### config.mk
export PLATFORM = sky130hd
export DESIGN_NAME = traffic_light_fsm
export DESIGN_NICKNAME = d
export VERILOG_FILES = /design/src/rtl/traffic_pkg.sv /design/src/rtl/phase_timer.sv /design/src/rtl/traffic_light_fsm.sv
export SDC_FILE = /design/constraint.sdc
export NUM_CORES = 1
export LEC_CHECK = 0
export ABC_AREA = 0
export ABC_CLOCK_PERIOD_IN_PS = 4460
export CORE_MARGIN = 4
export CORE_UTILIZATION = 35
export DETAILED_ROUTE_END_ITERATION = 12
export PLACE_DENSITY = 0.61
export SYNTH_ARGS = -nofsm -noshare
export SYNTH_HDL_FRONTEND = slang
export SYNTH_SLANG_ARGS = --single-unit
### constraint.sdc
create_clock -name clk -period 4.46 [get_ports clk]
set_clock_uncertainty 0.15 [all_clocks]
set_input_delay 0.892 -clock clk [delete_from_list [all_inputs] [get_ports clk]]
set_output_delay 0.892 -clock clk [all_outputs]
set_load 0.01 [all_outputs]
### src/rtl/traffic_pkg.sv
// ---------------------------------------------------------------------------
// traffic_pkg
// Definitions shared by the intersection controller and its phase timer.
//   TIMER_W       : width of every phase down-counter
//   lightState_e  : controller state encoding, also exported on state_dbg
//   direction_e   : which direction gets green after a pedestrian walk
//   LAMP_*        : per-direction lamp vectors ordered {red, yellow, green}
//   ticksToLoad   : turns a phase length in cycles into the counter load value
// ---------------------------------------------------------------------------
package traffic_pkg;

   localparam int TIMER_W = 32;

   localparam logic [TIMER_W-1:0] TIMER_ONE = 1;

   typedef enum logic [2:0] {
      NS_GREEN  = 3'd0,
      NS_YELLOW = 3'd1,
      ALL_RED_1 = 3'd2,
      EW_GREEN  = 3'd3,
      EW_YELLOW = 3'd4,
      ALL_RED_2 = 3'd5,
      PED_WALK  = 3'd6,
      NIGHT     = 3'd7
   } lightState_e;

   typedef enum logic {
      DIR_NS = 1'b0,
      DIR_EW = 1'b1
   } direction_e;

   localparam logic [2:0] LAMP_OFF    = 3'b000;
   localparam logic [2:0] LAMP_RED    = 3'b100;
   localparam logic [2:0] LAMP_YELLOW = 3'b010;
   localparam logic [2:0] LAMP_GREEN  = 3'b001;

   // The counter reaches zero on the last cycle of a phase, so a phase of
   // N cycles is loaded with N-1. N is always at least 1.
   function automatic logic [TIMER_W-1:0] ticksToLoad(input int unsigned ticks);
      return ticks - 32'd1;
   endfunction

endpackage

### src/rtl/phase_timer.sv
// ---------------------------------------------------------------------------
// phase_timer
// Loadable down-counter that flags the last cycle of a timed phase.
//   clk          : system clock
//   reset        : asynchronous, active-high; counter returns to RESET_VALUE
//   load_i       : load loadValue_i this cycle (takes priority over counting)
//   loadValue_i  : value loaded on phase entry (phase length - 1)
//   terminal_o   : high while the counter reads zero
// The counter holds at zero until reloaded, so an untimed state can simply
// ignore terminal_o.
// ---------------------------------------------------------------------------
module phase_timer
   import traffic_pkg::*;
#(
   parameter logic [TIMER_W-1:0] RESET_VALUE = '0
) (
   input  logic               clk,
   input  logic               reset,
   input  logic               load_i,
   input  logic [TIMER_W-1:0] loadValue_i,
   output logic               terminal_o
);

   logic [TIMER_W-1:0] count_q;

   // Reload on phase entry, otherwise count down and park at zero.
   always_ff @(posedge clk or posedge reset) begin
      if (reset) begin
         count_q <= RESET_VALUE;
      end else if (load_i) begin
         count_q <= loadValue_i;
      end else if (count_q != '0) begin
         count_q <= count_q - TIMER_ONE;
      end
   end

   assign terminal_o = (count_q == '0);

endmodule

### src/rtl/traffic_light_fsm.sv
// ---------------------------------------------------------------------------
// traffic_light_fsm
// Intersection controller: cycles the NS/EW lights, inserts a pedestrian walk
// phase at an all-red decision point and runs a blinking-yellow night mode.
//   clk, reset         : system clock, asynchronous active-high reset
//   night_mode         : level request for night operation
//   ped_req            : single-cycle pedestrian request pulse
//   blink_in           : blink square wave from blink_generator
//   blink_enable       : enables blink_generator (NIGHT only)
//   ns_red/yellow/green, ew_red/yellow/green : vehicle lamps
//   ped_walk           : walk lamp
//   state_dbg          : current state encoding
// Lamps are decoded combinationally from the state register, so they change
// in the same cycle as state_dbg.
// ---------------------------------------------------------------------------
module traffic_light_fsm
   import traffic_pkg::*;
#(
   parameter int unsigned GREEN_TICKS    = 500_000_000,
   parameter int unsigned YELLOW_TICKS   = 150_000_000,
   parameter int unsigned ALL_RED_TICKS  = 50_000_000,
   parameter int unsigned PED_WALK_TICKS = 400_000_000
) (
   input  logic       clk,
   input  logic       reset,
   input  logic       night_mode,
   input  logic       ped_req,
   input  logic       blink_in,
   output logic       blink_enable,
   output logic       ns_red,
   output logic       ns_yellow,
   output logic       ns_green,
   output logic       ew_red,
   output logic       ew_yellow,
   output logic       ew_green,
   output logic       ped_walk,
   output logic [2:0] state_dbg
);

   localparam logic [TIMER_W-1:0] GREEN_LOAD   = ticksToLoad(GREEN_TICKS);
   localparam logic [TIMER_W-1:0] YELLOW_LOAD  = ticksToLoad(YELLOW_TICKS);
   localparam logic [TIMER_W-1:0] ALL_RED_LOAD = ticksToLoad(ALL_RED_TICKS);
   localparam logic [TIMER_W-1:0] PED_LOAD     = ticksToLoad(PED_WALK_TICKS);

   lightState_e        state_q, state_d;
   logic               pedPending_q, pedPending_d;
   direction_e         nextDir_q, nextDir_d;
   logic               pedSeen;
   logic               phaseDone;
   logic               timerLoad;
   logic [TIMER_W-1:0] timerLoadValue;
   logic [2:0]         nsLamp;
   logic [2:0]         ewLamp;

   phase_timer #(
      .RESET_VALUE (ALL_RED_LOAD)
   ) u_phaseTimer (
      .clk         (clk),
      .reset       (reset),
      .load_i      (timerLoad),
      .loadValue_i (timerLoadValue),
      .terminal_o  (phaseDone)
   );

   // Next-state logic. pedSeen folds in a request arriving on the decision
   // cycle itself so it is serviced immediately rather than waiting a lap.
   // Requests are ignored while walking or in night mode. Every all-red
   // decision clears the pending request, including the one that picks NIGHT.
   always_comb begin
      state_d      = state_q;
      nextDir_d    = nextDir_q;
      pedSeen      = pedPending_q | ped_req;
      pedPending_d = 1'b0;
      if ((state_q != PED_WALK) && (state_q != NIGHT)) begin
         pedPending_d = pedSeen;
      end
      case (state_q)
         NS_GREEN:  if (phaseDone) state_d = NS_YELLOW;
         NS_YELLOW: if (phaseDone) state_d = ALL_RED_1;
         EW_GREEN:  if (phaseDone) state_d = EW_YELLOW;
         EW_YELLOW: if (phaseDone) state_d = ALL_RED_2;
         ALL_RED_1: begin
            if (phaseDone) begin
               pedPending_d = 1'b0;
               if (night_mode) begin
                  state_d = NIGHT;
               end else if (pedSeen) begin
                  state_d   = PED_WALK;
                  nextDir_d = DIR_EW;
               end else begin
                  state_d = EW_GREEN;
               end
            end
         end
         ALL_RED_2: begin
            if (phaseDone) begin
               pedPending_d = 1'b0;
               if (night_mode) begin
                  state_d = NIGHT;
               end else if (pedSeen) begin
                  state_d   = PED_WALK;
                  nextDir_d = DIR_NS;
               end else begin
                  state_d = NS_GREEN;
               end
            end
         end
         PED_WALK: begin
            if (phaseDone) begin
               state_d = (nextDir_q == DIR_EW) ? EW_GREEN : NS_GREEN;
            end
         end
         NIGHT:     if (!night_mode) state_d = ALL_RED_2;
         default:   state_d = ALL_RED_2;
      endcase
   end

   // Every state change restarts the timer with the length of the new phase.
   // NIGHT is untimed, so its load value is irrelevant.
   always_comb begin
      timerLoad = (state_d != state_q);
      case (state_d)
         NS_GREEN, EW_GREEN:   timerLoadValue = GREEN_LOAD;
         NS_YELLOW, EW_YELLOW: timerLoadValue = YELLOW_LOAD;
         ALL_RED_1, ALL_RED_2: timerLoadValue = ALL_RED_LOAD;
         PED_WALK:             timerLoadValue = PED_LOAD;
         default:              timerLoadValue = '0;
      endcase
   end

   // Reset lands in ALL_RED_2 so the first green after power-up is NS,
   // preceded by a full clearance interval.
   always_ff @(posedge clk or posedge reset) begin
      if (reset) begin
         state_q      <= ALL_RED_2;
         pedPending_q <= 1'b0;
         nextDir_q    <= DIR_NS;
      end else begin
         state_q      <= state_d;
         pedPending_q <= pedPending_d;
         nextDir_q    <= nextDir_d;
      end
   end

   // Moore output decode. Both directions default to red; in NIGHT the reds
   // go dark and both yellows follow the blink generator.
   always_comb begin
      nsLamp       = LAMP_RED;
      ewLamp       = LAMP_RED;
      ped_walk     = 1'b0;
      blink_enable = 1'b0;
      case (state_q)
         NS_GREEN:  nsLamp = LAMP_GREEN;
         NS_YELLOW: nsLamp = LAMP_YELLOW;
         EW_GREEN:  ewLamp = LAMP_GREEN;
         EW_YELLOW: ewLamp = LAMP_YELLOW;
         PED_WALK:  ped_walk = 1'b1;
         NIGHT: begin
            nsLamp       = blink_in ? LAMP_YELLOW : LAMP_OFF;
            ewLamp       = blink_in ? LAMP_YELLOW : LAMP_OFF;
            blink_enable = 1'b1;
         end
         default: ;
      endcase
   end

   assign {ns_red, ns_yellow, ns_green} = nsLamp;
   assign {ew_red, ew_yellow, ew_green} = ewLamp;
   assign state_dbg = state_q;

endmodule

==> metrics.md <==
| Metric | Value |
|---|---|
| Die height | `about 90 um` |
| CP arrival | `~3.9 ns` |
| Worst reg2reg setup slack | `just under 0.6 ns` |
| Root cell of the clock tree | `clkbuf_8` |
| DP HPWL | `between 3000 and 4000 um` |
| First-pass GRT wire length | `around 9400 um` |
| Final Hold Fails | `0` |
| Top-count cell post-synth | `nor2_1` |
| Slew at the pin closest to its max-slew limit | `about 0.97 ns` |
| Critical Path, Cell by Cell | `or4_4 > or4_1 > nor3_2 > mux2i_1 > inv_1 > nor4_2 > o21ai_0` |
| Wire per inst | `approximately 16 um` |
| Diode count | `0` |
| Synth Area per Inst | `8.98 um^2` |
| Post-synth EDFFs | `0` |
| Grt peak-use layer | `met1` |
| RSZ-0062 raised after global routing | `no` |
| CTS tree | `done` |
| WL final | `between 5000 and 6000 um` |
| Slew headroom | `approximately a third` |
| FFs w/ async S/R, synth | `100%` |
| Routed Antenna Nets | `0` |
| Filler instances | `667` |
| Post-synthesis register bit count | `37` |
| Slowest Stage Delay on Critical Path | `~0.69 ns` |
| Crit-path max FO | `11` |
| DRC | `0` |
| Layout area overhead | `13.5%` |
| Ys flop type | `dfstp_2` |
| Post-synth cell types | `48` |
| Placed Instances | `336` |
| Num CTS Buffers | `5` |
| Setup bufs post-CTS | `0` |
| Final core occ | `40.8%` |
| DIE AREA | `a little under 0.008 mm^2` |
| VDD IR max | `0.000169 V` |
| Min-Delay Path Class | `reg -> reg` |
| CP Launch Type | `flip-flop` |
| Buf/Inv on CP | `1` |
| Pwr dens | `~360 mW/mm^2` |
| Die width | `88.6 um` |
| Post-cts sizing count | `0` |
| Post-cts hold buffer count | `0` |
| Worst-case clock buffer depth | `2` |
| Via density | `between 5 and 6` |
| Final worst-path cycle share | `between 80% and 90%` |
| Syn_nets | `260` |
| Pin count of the biggest net entering global routing | `22` |
| CP Capture Type | `flip-flop` |
| Clk slew on worst S/H paths | `about 0.080 ns` |
| I/O Buffers | `15` |
| Worst skew pair latency | `around 0.29 ns` |
| Final RePlAce weighted congestion | `roughly 0.84` |
| Design area | `0.00258 mm^2` |
| Synth warn | `0` |
| CP max stage cell | `or4_1` |
| Vias in the first global route | `roughly 1900` |
| Num ports | `16` |
| Total chip power | `roughly 920 uW` |
| Antenna violations before repair | `0` |
| Final number of max-transition violations | `0` |
| Drt first pass iters | `4` |
| Register area share after synthesis | `roughly two fifths` |
| Fmax | `259 MHz` |
| Starting Density | `between 30% and 40%` |
| Yosys top cell by area | `dfstp_2` |
| Top delay family on crit path | `simple AND/OR/NAND/NOR gates` |
| Total Routing Usage GR | `between 15 and 20%` |
| Nets | `roughly 270` |
| Count of final setup violators | `0` |
| Setup TNS | `0 ns` |
| Status | `finished clean` |
| Req. time, crit path | `around 4.5 ns` |
| CTS H-tree lvls | `2` |
| Post-synthesis cell area | `around 0.0023 mm^2` |
| Met2 usage | `22.3%` |
| Largest cells by area after synthesis | `dfstp_2, dfrtp_1, xnor2_1` |
| Number of max-cap violations | `0` |
| Met3 Usage GRT | `roughly 3.4%` |
| Yosys top cell area share | `a little under a quarter` |
| Dpl cell area | `between 0.002 and 0.0025 mm^2` |
| Row count | `29` |
| Share of cells above drive strength 1 | `~15%` |
| Synthesized instance count | `between 200 and 300` |
| Leakage | `around 0.94 nW` |
| Total core area | `~0.0063 mm^2` |
| Setup CP Type | `reg -> reg` |
| Gr ovfl total | `0` |
| Grt met1 use | `a little under a quarter` |
| Drt initial violations | `approximately 100` |
| Vias | `around 1900` |
| Most frequent cells after synthesis | `nor2_1, xnor2_1, dfstp_2, o21ai_0` |
| Final min period | `approximately 3.9 ns` |
| CTS Sinks | `37` |
| Final cell count without fillers | `between 300 and 400` |
==> per-stage QoR <==
step / hold WS, ns / setup WS [ns]
2_1_floorplan: 0.357 / 1.26
3_3_place_gp: 0.387 / 0.782
3_5_place_dp: 0.404 / 0.660
4_1_cts: 0.417 / 0.642
5_1_grt: 0.434 / 0.256
6_report: 0.415 / 0.596
==> worst paths after layout <==
path | from | to | cells after the start
worst min register to register | u_phaseTimer.count_q[31] | u_phaseTimer.count_q[31] | 2
min in group asynchronous | reset | u_phaseTimer.count_q[8] | 2
worst min-delay path | u_phaseTimer.count_q[31] | u_phaseTimer.count_q[31] | 2
worst max-delay path | u_phaseTimer.count_q[18] | nextDir_q | 7
worst max register to register | u_phaseTimer.count_q[18] | nextDir_q | 7
max in group asynchronous | reset | u_phaseTimer.count_q[21] | 4
==> layout make-up <==
type,count,area (um^2),share of cell area (%)
inverters,10,37.5,1.46
flip-flops and latches,37,951,36.9
clock buffers,5,68.8,2.67
clock inverters,3,17.5,0.680
repair buffers,18,173,6.70
well taps,77,96.3,3.74
multi-input cells,194,1230,47.9
==> metal layers <==
layer	wire (um)	share of wire, %
met1	2740	50
met2	2430	45
met3	203	3.7
met4	68	1.2
met5	0	0
==> cells by family (layout without fill, tap and decap cells) <==
family | count (synthesis) | in the layout | synth area share [%]
simple gates | 105 | 105 | 24.4
compound gates | 56 | 56 | 16.9
flops | 37 | 37 | 41.9
xor+xnor | 30 | 30 | 11.6
buf+inv | 22 | 36 | 3.80
fa+ha+maj | 2 | 2 | 1.10
mux | 1 | 1 | 0.441
==> worst reg2reg max path, stage by stage (launching register included) <==
cell and delay [ns]:
dfrtp_1 0.40, or4_4 0.58, or4_1 0.69, nor3_2 0.36, mux2i_1 0.52, inv_1 0.21, nor4_2 0.67, o21ai_0 0.16
==> cells in the final DEF (no fill, tap or decap), drive strengths merged, types with 3 or more instances in the layout <==
master	n
o21a	4
or4	6
buf	3
a211oi	3
clkdlybuf4s50	15
or2	3
xnor2	24
nor3	18
o41ai	3
inv	10
nor4	9
nor2	32
nand3	3
xor2	6
dfstp	20
or3	12
dfrtp	17
o22ai	7
clkbuf	5
nand2	12
a21oi	7
o21ai	21
==> power breakdown <==
group          total [mW]  switching [mW]  internal (mW)  leakage [nW]
sequential          0.497          0.0665          0.430         0.419
clock               0.234           0.126          0.108        0.0439
combinational       0.194           0.101         0.0928         0.482
total               0.925           0.294          0.631         0.945
==> registers in the layout (all words and copies together), names as in the netlist <==
signal                count
nextDir_q                 1
u_phaseTimer.count_q     32
state_dbg                 3
pedPending_q              1
No activity file was read; power rests on OpenSTA's default activity.
==> patch: new RTL, config.mk and constraints unchanged <==
Change the package constant `TIMER_W` from 32 to 48.
--- a/src/rtl/traffic_pkg.sv
+++ b/src/rtl/traffic_pkg.sv
@@ -11,3 +11,3 @@
 
-   localparam int TIMER_W = 32;
+   localparam int TIMER_W = 48;
 
Formal check against the unedited RTL: same outputs for any inputs over 10 cycles, from zero or initial values and one cycle with reset high; that may be too few to reach the edited logic, so the function may still have changed.
==> patch against the unedited design <==
Global-route usage decreased by 0.24 points; wire length increased by 45%; hold slack got worse by 0.022 ns; sequential cell count increased by 16; area after synthesis increased by 42%; count of clock-buffer cells in the layout increased by 3; cell area increased by 38%; setup slack improved by 0.0044 ns; non-clock buffer count increased by 3; utilization decreased by 0.54 points; total power decreased by 18%; combinational power decreased by 91%; via count increased by 47%; critical path type unchanged; largest cell class unchanged.
==> patch: results (changes against the unedited design) <==
Critical path
  • CP max FO: 21 (was 11)
  • R2R cell count: 8 (was 7)
  • WP data arrival: 3.88 ns (was 3.87 ns)
  • Max stage delay cell, worst path: or4_4 (was or4_1)
  • Critical Path End: u_phaseTimer.count_q[26] (was nextDir_q)

Yosys
  • Xor/xnor share of the synthesized area: 0.0952 (was 0.116)
  • Synth Area in Compound Gates: 0.158 (was 0.169)
  • Post-synth cell types: 54 (was 48)
  • Most instantiated cells after synthesis: nor2_1 (44), dfrtp_1 (33), a21oi_1 (29) (was nor2_1 (32), xnor2_1 (24), dfstp_2 (20), o21ai_0 (20))
  • Prevailing post-synth register cell: dfrtp_1 (was dfstp_2)
  • Multiplexer share of the synthesized area: 0.0132 (was 0.00441)
  • Mapped Nets: 369 (was 260)
  • Adder-cell share of the synthesized area: 0.00777 (was 0.0110)
  • Top cells by area, synth: dfrtp_1 (26%), dfstp_2 (16%), xnor2_1 (5.7%), nor2_1 (5.1%), a21oi_1 (4.5%) (was dfstp_2 (23%), dfrtp_1 (19%), xnor2_1 (9.3%), nor2_1 (5.3%), o21ai_0 (4.4%))
  • Register area share after synthesis: 0.420 (was 0.419)
  • Mean post-synth cell area: 8.89 um^2 (was 8.98 um^2)

Placement
  • Placed cell area: 0.00348 mm^2 (was 0.00249 mm^2)
  • Dpl ws: 0.598 ns (was 0.660 ns)
  • Gpl congestion: 0.836 (was 0.842)

Power
  • Sequential Power: 0.484 mW (was 0.497 mW)
  • Combinational Power Share: 0.022 (was 0.210)
  • Maximum VDD drop: 112 uV (was 169 uV)
  • Clock share of power: 0.343 (was 0.253)
  • Leak pwr: 1.35 nW (was 0.945 nW)
  • Internal power contribution: 0.600 mW (was 0.631 mW)

Timing
  • Hold WS: 0.393 ns (was 0.415 ns)
  • FMAX: 259 MHz (about the same)
  • Crit path time final: 3.86 ns (about the same)
  • Relative slew slack: 0.480 (was 0.350)

Drt
  • Drt initial violations: 147 (was 99)
  • Avg Vias per Cell: 5.68 (was 5.44)
  • Final wirelength: 7870 um (was 5440 um)

Min path
  • Min-delay src: nextDir_q (was u_phaseTimer.count_q[31])
  • Hold Path End: nextDir_q (was u_phaseTimer.count_q[31])
  • Worst hold path cell count: 1 (was 2)

Global routing
  • First-pass GRT wire length: 13,700 um (was 9380 um)
  • Total global-route track usage: 0.152 (was 0.155)
  • Largest net degree at the start of global routing: 37 (was 22)
  • Vias in the first global route: 2,730 (was 1,850)

Final layout
  • Fin nets: 382 (was 273)
  • Layout cells sized above 1: 0.122 (was 0.150)
  • Final Non-Filler Cells: 484 (was 344)
  • Max reg flops: 48 (was 32)

Clocking
  • Skew-Pair Late Insertion Delay: 0.31 ns (was 0.29 ns)

Status
  • Status: complete, no violations (unchanged)
patch: cell types whose count changed in the layout (fill, tap and decap cells not counted), sizes merged, moves of 4 or more:
cell   change
nor2      +12
a21oi     +24
nand3      +8
nand2     +10
nand4      +5
xor2       +8
nor4       +9
o21ai      +7
dfrtp     +16
o22ai      -4
patch: worst register-to-register path: cells and delay by family (launching register included):
kind	cells	cell delay, ns
buf+inv	1	0.12
flops	1	0.43
compound gates	3	1.00
simple gates	4	2.04
patch: layout make-up:
| cell class | instances | area, um^2 |
|---|---|---|
| multi-input combinational | 284 | 1760 |
| timing repair buffer | 21 | 195 |
| tap | 108 | 135 |
| fill | 907 | 5280 |
| sequential | 53 | 1350 |
| clock buffer | 8 | 80.1 |
| inverter | 10 | 42.5 |
patch: metal layers:
layer	GRT usage	part of all wire	vias to the layer above
met4	0.0589	0.026	0
met3	0.0261	0.043	17
met2	0.232	0.43	59
li1	-	-	1339
met5	0	0	-
met1	0.215	0.50	1332
